<file path="src/rtl/emtf_inj_pkg.sv">
`default_nettype none
// ============================================================================
// Module  : emtf_inj_pkg
// Brief   : Shared types and sizes for the injection-memory sequencer.
// Revision: 1.0 - initial release
// ============================================================================
package emtf_inj_pkg;

    localparam int INJ_DEPTH = 1024;
    localparam int INJ_AW    = 10;

    typedef enum logic [2:0] {
        ST_IDLE   = 3'd0,
        ST_ARM    = 3'd1,
        ST_LAUNCH = 3'd2,
        ST_WINDOW = 3'd3,
        ST_GAP    = 3'd4,
        ST_DONE   = 3'd5
    } inj_state_t;

endpackage
`default_nettype wire

</file>
<file path="src/rtl/inj_down_cnt.sv">
`default_nettype none
// ============================================================================
// Module  : inj_down_cnt
// Brief   : Loadable down-counter that parks at zero and flags it.
// Revision: 1.0 - initial release
// ============================================================================
module inj_down_cnt #(
    parameter int W = 16
) (
    input  logic         clk40,
    input  logic         rst,
    input  logic         i_load,
    input  logic [W-1:0] i_load_val,
    output logic [W-1:0] o_count,
    output logic         o_zero
);

    logic [W-1:0] r_count;

    always_ff @(posedge clk40 or posedge rst) begin
        if (rst) begin
            r_count <= '0;
        end else if (i_load) begin
            r_count <= i_load_val;
        end else if (r_count != '0) begin
            r_count <= r_count - 1'b1;
        end
    end

    assign o_count = r_count;
    assign o_zero  = (r_count == '0);

endmodule
`default_nettype wire

</file>
<file path="src/rtl/inject_seq_ctrl.sv">
`default_nettype none
// ============================================================================
// Module  : inject_seq_ctrl
// Brief   : Sequences launch / window / gap runs of the injection memories.
// Revision: 1.0 - initial release
// ============================================================================
module inject_seq_ctrl
    import emtf_inj_pkg::*;
#(
    parameter int DEPTH    = INJ_DEPTH,
    parameter int SYNC_LAT = 3,
    parameter int PULSE_W  = 4,
    parameter int CW       = 16
) (
    input  logic              clk40,
    input  logic              rst,
    input  logic              cfg_start,
    input  logic              cfg_stop,
    input  logic              cfg_trig_en,
    input  logic [CW-1:0]     cfg_nruns,
    input  logic [CW-1:0]     cfg_gap,
    input  logic              trig_in,
    output logic              inject,
    output logic              win_active,
    output logic [INJ_AW-1:0] win_addr,
    output logic              busy,
    output logic              done,
    output logic [CW-1:0]     runs_done,
    output logic              trig_miss
);

    // Launch lasts long enough for both the inject pulse and the memory sync delay.
    localparam int            c_launch_len  = (PULSE_W > SYNC_LAT) ? PULSE_W : SYNC_LAT;
    localparam logic [CW-1:0] c_launch_last = CW'(c_launch_len - 1);
    localparam logic [CW-1:0] c_inj_hold    = CW'(c_launch_len - PULSE_W);
    localparam logic [CW-1:0] c_win_last    = CW'(DEPTH - 1);

    inj_state_t     r_state;
    inj_state_t     w_state_nxt;
    logic           r_trig_q;
    logic           r_ten;
    logic [CW-1:0]  r_nruns;
    logic [CW-1:0]  r_gap;
    logic           r_stop_pend;
    logic           r_inject;
    logic           r_win_active;
    logic           r_busy;
    logic           r_done;
    logic [CW-1:0]  r_runs;
    logic           r_miss;

    logic           w_trig_rise;
    logic           w_stop_now;
    logic           w_last_run;
    logic           w_accept;
    logic           w_win_end;
    logic           w_in_run;
    logic           w_inject_nxt;
    logic           w_cnt_load;
    logic [CW-1:0]  w_cnt_val;
    logic [CW-1:0]  w_cnt;
    logic           w_cnt_zero;

    inj_down_cnt #(.W(CW)) u_cnt (
        .clk40      (clk40),
        .rst        (rst),
        .i_load     (w_cnt_load),
        .i_load_val (w_cnt_val),
        .o_count    (w_cnt),
        .o_zero     (w_cnt_zero)
    );

    assign w_trig_rise = trig_in & ~r_trig_q;
    assign w_stop_now  = r_stop_pend | cfg_stop;
    assign w_in_run    = (r_state == ST_LAUNCH) || (r_state == ST_WINDOW);
    assign w_last_run  = (r_nruns != '0) && (({1'b0, r_runs} + 1'b1) == {1'b0, r_nruns});

    always_comb begin
        w_state_nxt = r_state;
        w_cnt_load  = 1'b0;
        w_cnt_val   = '0;
        w_accept    = 1'b0;
        w_win_end   = 1'b0;
        unique case (r_state)
            ST_IDLE, ST_DONE: begin
                if (cfg_start) begin
                    w_state_nxt = ST_ARM;
                    w_accept    = 1'b1;
                end
            end
            ST_ARM: begin
                if (cfg_stop) begin
                    w_state_nxt = ST_DONE;
                end else if (!r_ten || w_trig_rise) begin
                    w_state_nxt = ST_LAUNCH;
                    w_cnt_load  = 1'b1;
                    w_cnt_val   = c_launch_last;
                end
            end
            ST_LAUNCH: begin
                if (w_cnt_zero) begin
                    w_state_nxt = ST_WINDOW;
                    w_cnt_load  = 1'b1;
                    w_cnt_val   = c_win_last;
                end
            end
            ST_WINDOW: begin
                if (w_cnt_zero) begin
                    w_win_end = 1'b1;
                    if (w_stop_now || w_last_run) begin
                        w_state_nxt = ST_DONE;
                    end else if (r_gap != '0) begin
                        w_state_nxt = ST_GAP;
                        w_cnt_load  = 1'b1;
                        w_cnt_val   = r_gap - 1'b1;
                    end else begin
                        w_state_nxt = ST_ARM;
                    end
                end
            end
            ST_GAP: begin
                if (w_stop_now) begin
                    w_state_nxt = ST_DONE;
                end else if (w_cnt_zero) begin
                    w_state_nxt = ST_ARM;
                end
            end
            default: w_state_nxt = ST_IDLE;
        endcase
    end

    // While staying in launch, next cycle keeps inject if the counter is still above the hold tail.
    assign w_inject_nxt = (w_state_nxt == ST_LAUNCH) &&
                          ((r_state != ST_LAUNCH) || (w_cnt > c_inj_hold));

    always_ff @(posedge clk40 or posedge rst) begin
        if (rst) begin
            r_state      <= ST_IDLE;
            r_trig_q     <= 1'b0;
            r_inject     <= 1'b0;
            r_win_active <= 1'b0;
            r_busy       <= 1'b0;
        end else begin
            r_state      <= w_state_nxt;
            r_trig_q     <= trig_in;
            r_inject     <= w_inject_nxt;
            r_win_active <= (w_state_nxt == ST_WINDOW);
            r_busy       <= (w_state_nxt != ST_IDLE) && (w_state_nxt != ST_DONE);
        end
    end

    always_ff @(posedge clk40 or posedge rst) begin
        if (rst) begin
            r_ten       <= 1'b0;
            r_nruns     <= '0;
            r_gap       <= '0;
            r_stop_pend <= 1'b0;
            r_done      <= 1'b0;
            r_runs      <= '0;
            r_miss      <= 1'b0;
        end else if (w_accept) begin
            r_ten       <= cfg_trig_en;
            r_nruns     <= cfg_nruns;
            r_gap       <= cfg_gap;
            r_stop_pend <= 1'b0;
            r_done      <= 1'b0;
            r_runs      <= '0;
            r_miss      <= 1'b0;
        end else begin
            if ((w_state_nxt == ST_DONE) && (r_state != ST_DONE)) begin
                r_done <= 1'b1;
            end
            if (w_in_run && cfg_stop) begin
                r_stop_pend <= 1'b1;
            end
            if (w_in_run && w_trig_rise) begin
                r_miss <= 1'b1;
            end
            if (w_win_end && (r_runs != '1)) begin
                r_runs <= r_runs + 1'b1;
            end
        end
    end

    assign inject     = r_inject;
    assign win_active = r_win_active;
    assign win_addr   = r_win_active ? INJ_AW'(c_win_last - w_cnt) : '0;
    assign busy       = r_busy;
    assign done       = r_done;
    assign runs_done  = r_runs;
    assign trig_miss  = r_miss;

endmodule
`default_nettype wire
</file>
<file path="config.mk">
export PLATFORM = sky130hd
export DESIGN_NAME = inject_seq_ctrl
export DESIGN_NICKNAME = d
export VERILOG_FILES = /design/src/rtl/emtf_inj_pkg.sv /design/src/rtl/inj_down_cnt.sv /design/src/rtl/inject_seq_ctrl.sv
export SDC_FILE = /design/constraint.sdc
export NUM_CORES = 1
export LEC_CHECK = 0
export CAP_MARGIN = 10
export CORE_ASPECT_RATIO = 1.5
export CORE_UTILIZATION = 55
export CTS_BUF_LIST = sky130_fd_sc_hd__clkbuf_4
export CTS_CLUSTER_SIZE = 12
export DETAILED_ROUTE_END_ITERATION = 12
export PLACE_DENSITY = 0.81
export RECOVER_POWER = 25
export SYNTH_ARGS = -nofsm -noshare
export SYNTH_HDL_FRONTEND = slang
export SYNTH_SLANG_ARGS = --single-unit
</file>
<file path="constraint.sdc">
create_clock -name clk40 -period 6.5 [get_ports clk40]
set_input_delay 0.65 -clock clk40 [delete_from_list [all_inputs] [get_ports clk40]]
set_output_delay 0.65 -clock clk40 [all_outputs]
set_load 0.02 [all_outputs]
</file>
# Word level (Yosys, flattened, before mapping)
# Cells that the tools add are included.
[op_classes]
addsub = 5
n_lt_le_gt_ge = 1
n_eq_ne = 13
n_mux = 38
bitwise_logic = 3
reduce_logical = 24
[ops]
columns = ["op", "count"]
rows = [
  ["2-to-1 mux 16 bit", 7],
  ["case mux 16 bit (3 select lines)", 1],
  ["nonzero test 16 bit", 3],
  ["subtractor 16 x 1 -> 16 bit, second input constant", 2],
  ["2-to-1 mux 3 bit", 9],
  ["2-to-1 mux 10 bit", 2],
  ["adder 16 x 1 -> 17 bit, second input constant", 1],
  ["== test 17 x 16 -> 1 bit", 1],
  ["adder 16 x 1 -> 16 bit, second input constant", 1],
  ["> comparator 16 x 1 -> 1 bit, second input constant", 1],
  ["logical NOT 16 bit", 1],
  ["!= test 16 bit, second input constant", 1],
  ["2-to-1 mux 1 bit", 15],
  ["case mux 3 bit (5 select lines)", 1],
  ["== test 3 x 2 -> 1 bit, second input constant", 4],
  ["nonzero test 2 bit", 5],
  ["subtractor 10 bit, first input constant", 1],
  ["== test 3 bit, second input constant", 3],
  ["logical AND 1 bit", 7],
  ["!= test 3 bit, second input constant", 2],
  ["logical OR 1 bit", 4],
  ["2-to-1 mux 2 bit", 2],
  ["== test 3 x 1 -> 1 bit, second input constant", 1],
  ["logical NOT 3 bit", 1],
  ["other kinds (8)", 8],
]
[totals]
regBits = 75
in_bits = 38
output_inout_bits = 31
elab_cells = 97

# Depth between registers and ports, before layout
# Gate-level depths: netlist of run 1.
[logic_depth]
word_depth = 11
mapped_depth = 11
mapped_depth_nobuf = 10

# By module
# From an unflattened synthesis of run 1, not the netlist that was laid out.
[unflattened]
hier_cells = 508
area_unflattened_um2 = 4690.7
[modules_own_cells]
columns = ["module", "n_inst", "cells_per_inst", "area_per_inst_um2", "seq_area_each_um2"]
rows = [
  ["inject_seq_ctrl", 1, 400, 3708.6, 1476.4],
  ["inj_down_cnt", 1, 108, 982.2, 400.4],
]

# Worst setup path before layout of run 1
# OpenSTA, ideal clock, no wires.
[synth_timing]
path_kind = "register -> register"
start = "register r_runs[0], in the netlist runs_done[0]"
end = "register r_done, in the netlist done"
setup_ns = 0.122
t_arrival_ns = 2.518
required_time_ns = 6.378
path_slack_ns = 3.860
stages_incl_launch_ff = 11
path_buffers = 1
synth_period_minus_slack_ns = 2.640
path_cell_list = "dfrtp_1 ha_1 buf_2 nand2_1 or4_4 o22ai_1 nor4_1 nand4_2 nand2_1 o31a_2 a32o_1"
[synth_via]
elab_chain_cells = 10
[synth_lines]
columns = ["item", "line_no", "rtl"]
rows = [
  ["start, declared", "inject_seq_ctrl.sv:49", "logic [CW-1:0] r_runs;"],
  ["start signal, assigned", "inject_seq_ctrl.sv:180", "r_runs <= r_runs + 1'b1;"],
  ["adder 16 x 1 -> 17 bit", "inject_seq_ctrl.sv:76", "assign w_last_run = (r_nruns != '0) && (({1'b0, r_runs} + 1'b1) == {1'b0, r_nruns});"],
  ["== test 17 x 16 -> 1 bit", "inject_seq_ctrl.sv:76", ""],
  ["logical AND 1 bit", "inject_seq_ctrl.sv:76", ""],
  ["logical OR 1 bit", "inject_seq_ctrl.sv:110", "if (w_stop_now || w_last_run) begin"],
  ["2-to-1 mux 3 bit", "inject_seq_ctrl.sv:110", ""],
  ["2-to-1 mux 3 bit", "inject_seq_ctrl.sv:108", "if (w_cnt_zero) begin"],
  ["case mux 3 bit (5 select lines)", "inject_seq_ctrl.sv:84", "unique case (r_state)"],
  ["named net w_state_nxt[0]", "inject_seq_ctrl.sv:39", "inj_state_t w_state_nxt;"],
  ["== test 3 bit", "inject_seq_ctrl.sv:170", "if ((w_state_nxt == ST_DONE) && (r_state != ST_DONE)) begin"],
  ["logical AND 1 bit", "inject_seq_ctrl.sv:170", ""],
  ["nonzero test 2 bit (no source line)", "-", ""],
  ["end signal, assigned", "inject_seq_ctrl.sv:158", "r_done <= 1'b0;"],
  ["end signal, assigned", "inject_seq_ctrl.sv:166", "r_done <= 1'b0;"],
  ["end signal, assigned", "inject_seq_ctrl.sv:171", "r_done <= 1'b1;"],
  ["end, declared", "inject_seq_ctrl.sv:48", "logic r_done;"],
]
# The timed path passes the listed nets, and every way through them passes these cells.
# A chain may end at the register's enable or synchronous reset.

# Worst setup path after layout of run 1
[layout_timing]
start = "register r_runs[0], in the netlist runs_done[0]"
end = "register r_runs[14], in the netlist runs_done[14]"
[layout_via]
elab_chain_cells = 3
word_cells_on_any_way = 6
cone_classes = "add/sub (1); eq/ne (1); mux (2); reduce/logical (2)"
[layout_lines]
columns = ["item", "line_no", "rtl"]
rows = [
  ["adder 16 x 1 -> 16 bit / != test 16 bit (equally long branches)", "inject_seq_ctrl.sv:180, inject_seq_ctrl.sv:179", ""],
  ["2-to-1 mux 16 bit / logical AND 1 bit (equally long branches)", "inject_seq_ctrl.sv:179", "if (w_win_end && (r_runs != '1)) begin"],
  ["2-to-1 mux 16 bit / nonzero test 2 bit (equally long branches)", "-", ""],
]
# Parallel ways exist; a longest one is shown, timed or not. The select of a mux whose other input is x is not followed.

==> flow_summary_export.csv, run 1 <==
group,metric,value,unit
sta,hold_viol_final,0,
die,start_util,0.567,
grt,grt_start_max_net_pins,76,
cts,cts_buffers,9,
critical_path,cp-start-kind,"flip-flop",
route,dr_total_vias,3685,
die,die_h,113,um
sta,rsz0062_at_grt,"false",
synth,yosys-top-cells-area,"dfrtp_1 42%, mux2_2 7.7%, xnor2_1 6.6%, o21ai_0 3.6%, nand2_1 3.3%",
synth,synth_top_area_frac,0.416,
synth,yosys.area.top_type,"dfrtp_1",
critical_path,cp-endpoint,"runs_done[14]",
sta,fin_crit_sh,0.531,
grt,antenna_found_initial,0,
sta,fin_skew,0.0121,ns
cells_and_area,syn2layout_area_growth,19.3,%
die,die_w,75.9,um
sta,period_minus_slack,3.45,ns
power,finalPower,2030,uW
grt,grt-ovfl-total,0,
cts,root_buffer,"clkbuf_4",
sta,fmax,290,MHz
sta,slew_headroom,0.279,
route,drt_wl_total,10300,um
route,wl_per_cell,16.4,um
synth,syn_inst,457,
critical_path,endpoint_kind,"flip-flop",
placement,place_ws,3.16,ns
cts,htreeDepth,3,
critical_path,worstSetupPathType,"reg2reg",
sta,fin_tns_setup,0,ns
power,vdd_drop_max,200,uV
synth,seq_area_frac_synth,0.416,
route,firstDrtPassIters,5,
synth,syn_avg_cell_area,9.87,um^2
route,ant_nets,0,
synth,syn_nets,498,
die,num_io_pins,69,
critical_path,worstReg2RegEnd,"runs_done[14]",
cells_and_area,drive_above_1_share,0.155,
route,drc,0,
cts,cts_buffer_depth,2,
synth,async_flop_share,1.00,
synth,yosys_warnings,0,
critical_path,reg2reg_from,"runs_done[0]",
critical_path,cp-startpoint,"runs_done[0]",
critical_path,path_max_fanout,28,
worst_hold_path,worstHoldPathType,"reg2reg",
run,cap_violations,0,
sta,slew_violations,0,
die,die_area,8570,um^2
route,vias_per_cell,5.87,
cts,cts.sinks,75,
synth,netlist_top_cells_count,"75 x dfrtp_1, 40 x nand2_1, 34 x xnor2_1",
cts,postCtsHoldBufs,0,
sta,timing.hold.ws,0.524,ns
sta,fin_ws,3.05,ns
critical_path,required,6.83,ns
die,core_area,7960,um^2
cells_and_area,post-route-util,0.676,
grt,grt_usage,0.254,
cts,cts.repair.resized,0,
synth,synth.ff_latch_count,75,
synth,yosysMostFrequentCell,"dfrtp_1",
placement,dp_hpwl,7540,um
cells_and_area,antenna_cells,0,
synth,synth-edff-count,0,
synth,netlist_area,4510,um^2
power,leakage,0.00212,uW
grt,grt_pass1_vias,3536,
cts,clk_pin_slew_worst_paths,0.12,ns
cts,cts_tree,"yes",
cells_and_area,nNetsFinal,559,
placement,place_congestion,0.923,
grt,grt_pass1_wl,17000,um
route,drt_iter0_drc,206,
sta,setup_viol,0,
sta,tightest_slew,1.08,ns
synth,synth_cell_types,68,
critical_path,critPathArrivalTime,3.78,ns
cts,worstSkewPairLatency,0.43,ns
die,rows,40,
critical_path,rrSetupSlack,3.05,ns
cells_and_area,nFillCells,595,
critical_path,r2r_cells,7,
run_status,status,"finished clean",
placement,io_buffers,68,
synth,synth_ff_type,"dfrtp_1",
cts,cts_setup_buffers,0,
power,powerDensity,378,nW/um^2
==> critical path, stage by stage, from the launching register on <==
cell and delay [ns]:
dfrtp_1 0.48, ha_1 0.38, nand2_1 0.23, or4_4 0.48, o21ai_2 0.86, and2_1 0.58
o21ai_0 0.22, o31ai_1 0.11
==> metrics by stage <==
step	cell area, um^2	instances
2_1_floorplan	4510	457
3_3_place_gp	5240	612
3_5_place_dp	5240	612
4_1_cts	5380	628
5_1_grt	5380	628
6_report	5380	628
==> cell usage in the layout (no fill, tap or decap), types with 13 or more instances in the layout <==
cell / n
nor3_1: 16
xor2_1: 15
mux2_2: 31
xnor2_1: 34
nand2_1: 40
o21ai_0: 32
clkbuf_4: 13
clkdlybuf4s50_1: 66
dfrtp_1: 75
nor2_1: 32
==> where the power goes <==
part	internal (uW)	total, uW	switching, uW
sequential	641	857	216
clock	133	288	154
combinational	468	890	422
==> worst min-delay path by stage <==
| stage | from | endpoint | slack [ns] | cells past startpoint |
|---|---|---|---|---|
| finish | r_ten | r_ten | 0.52 | 1 |
| global route | r_ten | r_ten | 0.54 | 1 |
| detailed placement | r_ten | r_ten | 0.50 | 1 |
| CTS | r_ten | r_ten | 0.52 | 1 |
| floorplan | r_ten | r_ten | 0.48 | 1 |
| global placement | r_ten | r_ten | 0.49 | 1 |
==> flip-flops by register name (all words and copies together) (netlist names) <==
name,flops
win_active,1
busy,1
runs_done,16
r_nruns,16
r_trig_q,1
trig_miss,1
inject,1
r_gap,16
done,1
r_stop_pend,1
u_cnt.o_count,16
r_state,3
r_ten,1
==> metal layers <==
| metal | vias to the layer above | track usage | part of all wire |
|---|---|---|---|
| met5 | - | 0 | 0 |
| met2 | 119 | 0.458 | 0.53 |
| met3 | 23 | 0.0468 | 0.044 |
| met1 | 1779 | 0.289 | 0.39 |
| li1 | 1764 | - | - |
| met4 | 0 | 0.127 | 0.035 |
==> cells by family (layout without fill, tap and decap cells) <==
kind of cell,count (synthesis),after routing,share of synthesized area
adder cells (fa/ha/maj),3,3,0.00832
buffers and inverters,33,99,0.0330
AO/OA/AOI/OAI,85,85,0.130
AND/OR/NAND/NOR,179,179,0.236
multiplexers,33,33,0.0818
XOR/XNOR,49,49,0.0951
flip-flops,75,75,0.416
==> layout make-up <==
type | instances | area (um^2) | area share
multi-input combinational | 349 | 2490 | 0.463
sequential | 75 | 1880 | 0.349
timing repair buffer | 70 | 696 | 0.129
tap | 105 | 131 | 0.0244
clock buffer | 13 | 97.6 | 0.0181
inverter | 13 | 48.8 | 0.00907
clock inverter | 3 | 38.8 | 0.00721
Note: power is estimated with default switching activity, not from simulation.
==> run 2, diff against run 1 <==
- clock period: 6.5 -> 3.35 ns (I/O delays scaled with it)
==> flow_summary_export.csv, run 2 (same netlist as run 1, synthesis figures left out) <==
group,metric,value,unit
run_status,status,"finished clean",
sta,fin_tns_setup,0,ns
critical_path,rrSetupSlack,0.43,ns
cells_and_area,drive_above_1_share,0.158,
critical_path,reg2reg_from,"runs_done[0]",
cells_and_area,syn2layout_area_growth,20.0,%
critical_path,cp-start-kind,"flip-flop",
power,powerDensity,756,nW/um^2
sta,period_minus_slack,2.92,ns
route,dr_total_vias,3734,
placement,place_congestion,0.922,
critical_path,endpoint_kind,"flip-flop",
grt,antenna_found_initial,0,
cts,clk_pin_slew_worst_paths,0.13,ns
route,wl_met2,6040,um
sta,fin_skew,0.0190,ns
cts,cts_setup_buffers,0,
power,leakage,0.00213,uW
route,drt_wl_total,11000,um
power,vdd_drop_max,416,uV
route,drc,0,
cts,cts_buffers,9,
grt,grt_pass1_wl,18200,um
sta,slew_headroom,0.130,
cells_and_area,nNetsFinal,561,
sta,rsz0062_at_grt,"false",
die,core_area,7960,um^2
route,wl_per_cell,17.5,um
grt,grt_start_max_net_pins,39,
cells_and_area,layout_commonest_cell,"dfrtp_1",
cts,postCtsHoldBufs,0,
route,top_layer_used,"met4",
sta,fmax,342,MHz
cts,cts_tree,"yes",
critical_path,path_max_fanout,12,
sta,tightest_slew,1.30,ns
cts,root_buffer,"clkbuf_4",
sta,fin_crit_sh,0.873,
route,firstDrtPassIters,5,
route,drt_iter0_drc,197,
critical_path,critPathArrivalTime,3.32,ns
placement,dp_hpwl,8220,um
grt,grt_usage,0.273,
worst_hold_path,worstHoldPathType,"in2reg",
cells_and_area,finalNonFillerCells,630,
die,rows,40,
die,start_util,0.567,
sta,slew_violations,0,
power,finalPower,4090,uW
die,die_area,8570,um^2
die,die_h,113,um
route,wl_met1,4170,um
sta,timing.hold.ws,0.441,ns
sta,setup_viol,0,
route,wl_met3,349,um
cells_and_area,antenna_cells,0,
die,die_w,75.9,um
worst_hold_path,min_to,"r_nruns[9]",
cts,cts.repair.resized,0,
cts,cts_buffer_depth,2,
cts,cts.sinks,75,
placement,dpl.cell_count,614,
worst_hold_path,hold_path.startpoint,"cfg_nruns[9]",
grt,grt-ovfl-total,0,
critical_path,r2r_cells,9,
cts,worstSkewPairLatency,0.45,ns
run,cap_violations,0,
sta,hold_viol_final,0,
placement,io_buffers,68,
route,ant_nets,0,
cts,htreeDepth,3,
die,num_io_pins,69,
critical_path,worstReg2RegEnd,"u_cnt.o_count[1]",
worst_hold_path,whs_path_depth,3,
critical_path,required,3.75,ns
grt,grt_pass1_vias,3876,
cells_and_area,final_cell_mix,"75 x dfrtp_1, 66 x clkdlybuf4s50_1, 40 x nand2_1",
route,vias_per_cell,5.93,
critical_path,worstSetupPathType,"reg2reg",
## run 2: layout make-up
cell class              instances  area [um^2]
clock inverters                 7         92.6
inverters                      13         48.8
repair buffers                 72          707
fillers                       594         2540
well taps                     105          131
multi-input cells             349         2490
flip-flops and latches         75         1880
clock buffers                   9         67.6
## run 2: how the worst max path moves through the flow
stage	startpoint	to	slack, ns	cells after the start
4_1_cts	runs_done[0]	u_cnt.o_count[1]	0.42	9
2_1_floorplan	runs_done[0]	done	0.71	10
6_report	runs_done[0]	u_cnt.o_count[1]	0.43	9
3_5_place_dp	runs_done[0]	u_cnt.o_count[1]	0.48	9
5_1_grt	runs_done[0]	u_cnt.o_count[1]	0.24	9
3_3_place_gp	runs_done[0]	u_cnt.o_count[1]	0.51	9
## run 2: per-layer routing
metal	global-route usage	up-vias
li1	-	1774
met1	0.287	1824
met2	0.513	100
met3	0.0476	36
met4	0.150	0
met5	0	-
## run 2: where the power goes
group / internal (uW) / switching [uW] / total, uW
logic: 910 / 861 / 1770
clock network: 299 / 345 / 644
registers: 1240 / 435 / 1680
## run 2: worst max-delay path, cell delays in order (launching register included)
cell     delay (ns)
dfrtp_1        0.49
ha_1           0.38
nand2_1        0.21
nor3_1         0.43
xnor2_1        0.14
nor3_1         0.31
nand4_2        0.21
nand3_2        0.27
mux2_2         0.37
nand2_1        0.07
## run 2: metrics by stage
step            util  instance area [um^2]  setup slack [ns]
2_1_floorplan      -                  4510             0.710
6_report       0.680                  5410             0.425
4_1_cts        0.681                  5420             0.417
5_1_grt        0.680                  5410             0.240
3_5_place_dp   0.661                  5260             0.482
3_3_place_gp   0.661                  5260             0.515
==> run 3, diff against run 2 <==
- GPL_ROUTABILITY_DRIVEN: unset -> 0
- SLEW_MARGIN: unset -> 10
==> flow_summary_export.csv, run 3 (same netlist as run 1, synthesis figures left out) <==
group,metric,value,unit
cts,cts_buffer_depth,2,
critical_path,cp_top_family,"simple AND/OR/NAND/NOR gates",
cts,cts.sinks,75,
cts,clk_pin_slew_worst_paths,0.13,ns
die,start_util,0.567,
cts,worstSkewPairLatency,0.45,ns
grt,grt_start_max_net_pins,39,
cells_and_area,final_cell_mix,"75 x dfrtp_1, 66 x clkdlybuf4s50_1, 40 x nand2_1",
die,rows,40,
route,wl_per_cell,16.9,um
cells_and_area,nFillCells,612,
critical_path,path_max_fanout,12,
route,drt_iter0_drc,178,
sta,slew_violations,36,
critical_path,endpoint_kind,"flip-flop",
critical_path,cp_slowest_cell,"dfrtp_1",
cts,postCtsHoldBufs,0,
run_status,status,"complete, but fails checks",
critical_path,rrSetupSlack,0.35,ns
placement,io_buffers,68,
sta,slew_headroom,-0.217,
critical_path,path_cells,"ha_1, nand2_1, nor3_1, xnor2_1, nor3_1, nand4_2, nand3_2, mux2_2, nand2_1",
critical_path,cpPeakStageDelay,0.48,ns
cells_and_area,nNetsFinal,561,
grt,grt_pass1_wl,17400,um
cts,cts_buffers,9,
die,core_area,7960,um^2
sta,setup_viol,0,
grt,grt_usage,0.264,
critical_path,worst-path-buf-inv,0,
power,powerDensity,751,nW/um^2
grt,grt-ovfl-total,0,
cells_and_area,antenna_cells,0,
sta,hold_viol_final,0,
critical_path,critPathArrivalTime,3.39,ns
sta,fin_tns_setup,0,ns
route,firstDrtPassIters,4,
grt,antenna_found_initial,0,
run,cap_violations,1,
cts,cts.repair.resized,0,
route,drt_wl_total,10600,um
power,vdd_drop_max,446,uV
worst_hold_path,worstHoldPathType,"in2async",
sta,fin_skew,0.0133,ns
placement,dp_hpwl,7950,um
sta,fin_crit_sh,0.895,
die,num_io_pins,69,
cts,root_buffer,"clkbuf_4",
cells_and_area,final-seq-area,1880,um^2
cells_and_area,syn2layout_area_growth,19.9,%
die,die_w,75.9,um
critical_path,worstSetupPathType,"reg2reg",
sta,fmax,334,MHz
route,dr_total_vias,3747,
cells_and_area,post-route-util,0.680,
critical_path,required,3.74,ns
cells_and_area,layout_commonest_cell,"dfrtp_1",
sta,rsz0062_at_grt,"false",
route,vias_per_cell,5.95,
cells_and_area,drive_above_1_share,0.156,
cts,cts_setup_buffers,0,
die,die_h,113,um
die,die_area,8570,um^2
critical_path,cp-start-kind,"flip-flop",
cts,htreeDepth,3,
sta,period_minus_slack,3.00,ns
sta,tightest_slew,1.83,ns
cts,cts_tree,"yes",
power,leakage,0.00212,uW
cells_and_area,multi_input_area,2490,um^2
run_status,violations,"capacitance limit, slew limit",
route,drc,0,
grt,grt_pass1_vias,3682,
route,ant_nets,0,
## run 3: cell type report
class,instances,share of cell area
inverters,13,0.00902
multi-input cells,349,0.460
repair buffers,72,0.130
flip-flops and latches,75,0.347
clock inverters,7,0.0171
clock buffers,9,0.0125
well taps,105,0.0243
## run 3: worst register-to-register path, delay by kind of cell (launching register included)
family	cells	cell delay, ns
AND/OR/NAND/NOR	6	1.55
flip-flops	1	0.48
multiplexers	1	0.38
adder cells (fa/ha/maj)	1	0.37
XOR/XNOR	1	0.15
## run 3: final timing paths
| check | from | to | cells after the start |
|---|---|---|---|
| max in group asynchronous | rst | r_gap[12] | 3 |
| worst min register to register | r_ten | r_ten | 1 |
| worst min-delay path | rst | r_gap[1] | 2 |
| min in group clk40 | cfg_nruns[9] | r_nruns[9] | 3 |
| worst max-delay path | runs_done[0] | u_cnt.o_count[1] | 9 |
| worst max register to register | runs_done[0] | u_cnt.o_count[1] | 9 |
## run 3: stage by stage
step	hold WS, ns	setup WS [ns]	instances	area, um^2	total power [uW]
after CTS	0.129	0.404	630	5420	4080
after floorplan	0.366	0.710	457	4510	2900
final	0.362	0.353	630	5410	4060
after global placement	0.493	0.503	614	5260	3370
after global routing	0.412	0.175	630	5410	4330
after detailed placement	0.520	0.458	614	5260	3440
## run 3: power breakdown
part	leakage, uW	switching, uW	internal (uW)	total (uW)
logic	0.00110	849	910	1760
registers	0.000946	426	1240	1670
clock network	0.0000779	334	299	633
total	0.00212	1610	2450	4060
## run 3: layer usage
| metal | routed length [um] | vias to the layer above | GRT usage |
|---|---|---|---|
| li1 | - | 1774 | - |
| met2 | 5710 | 123 | 0.468 |
| met3 | 396 | 41 | 0.0581 |
| met5 | 0 | - | 0 |
| met4 | 524 | 0 | 0.181 |
| met1 | 4000 | 1809 | 0.278 |
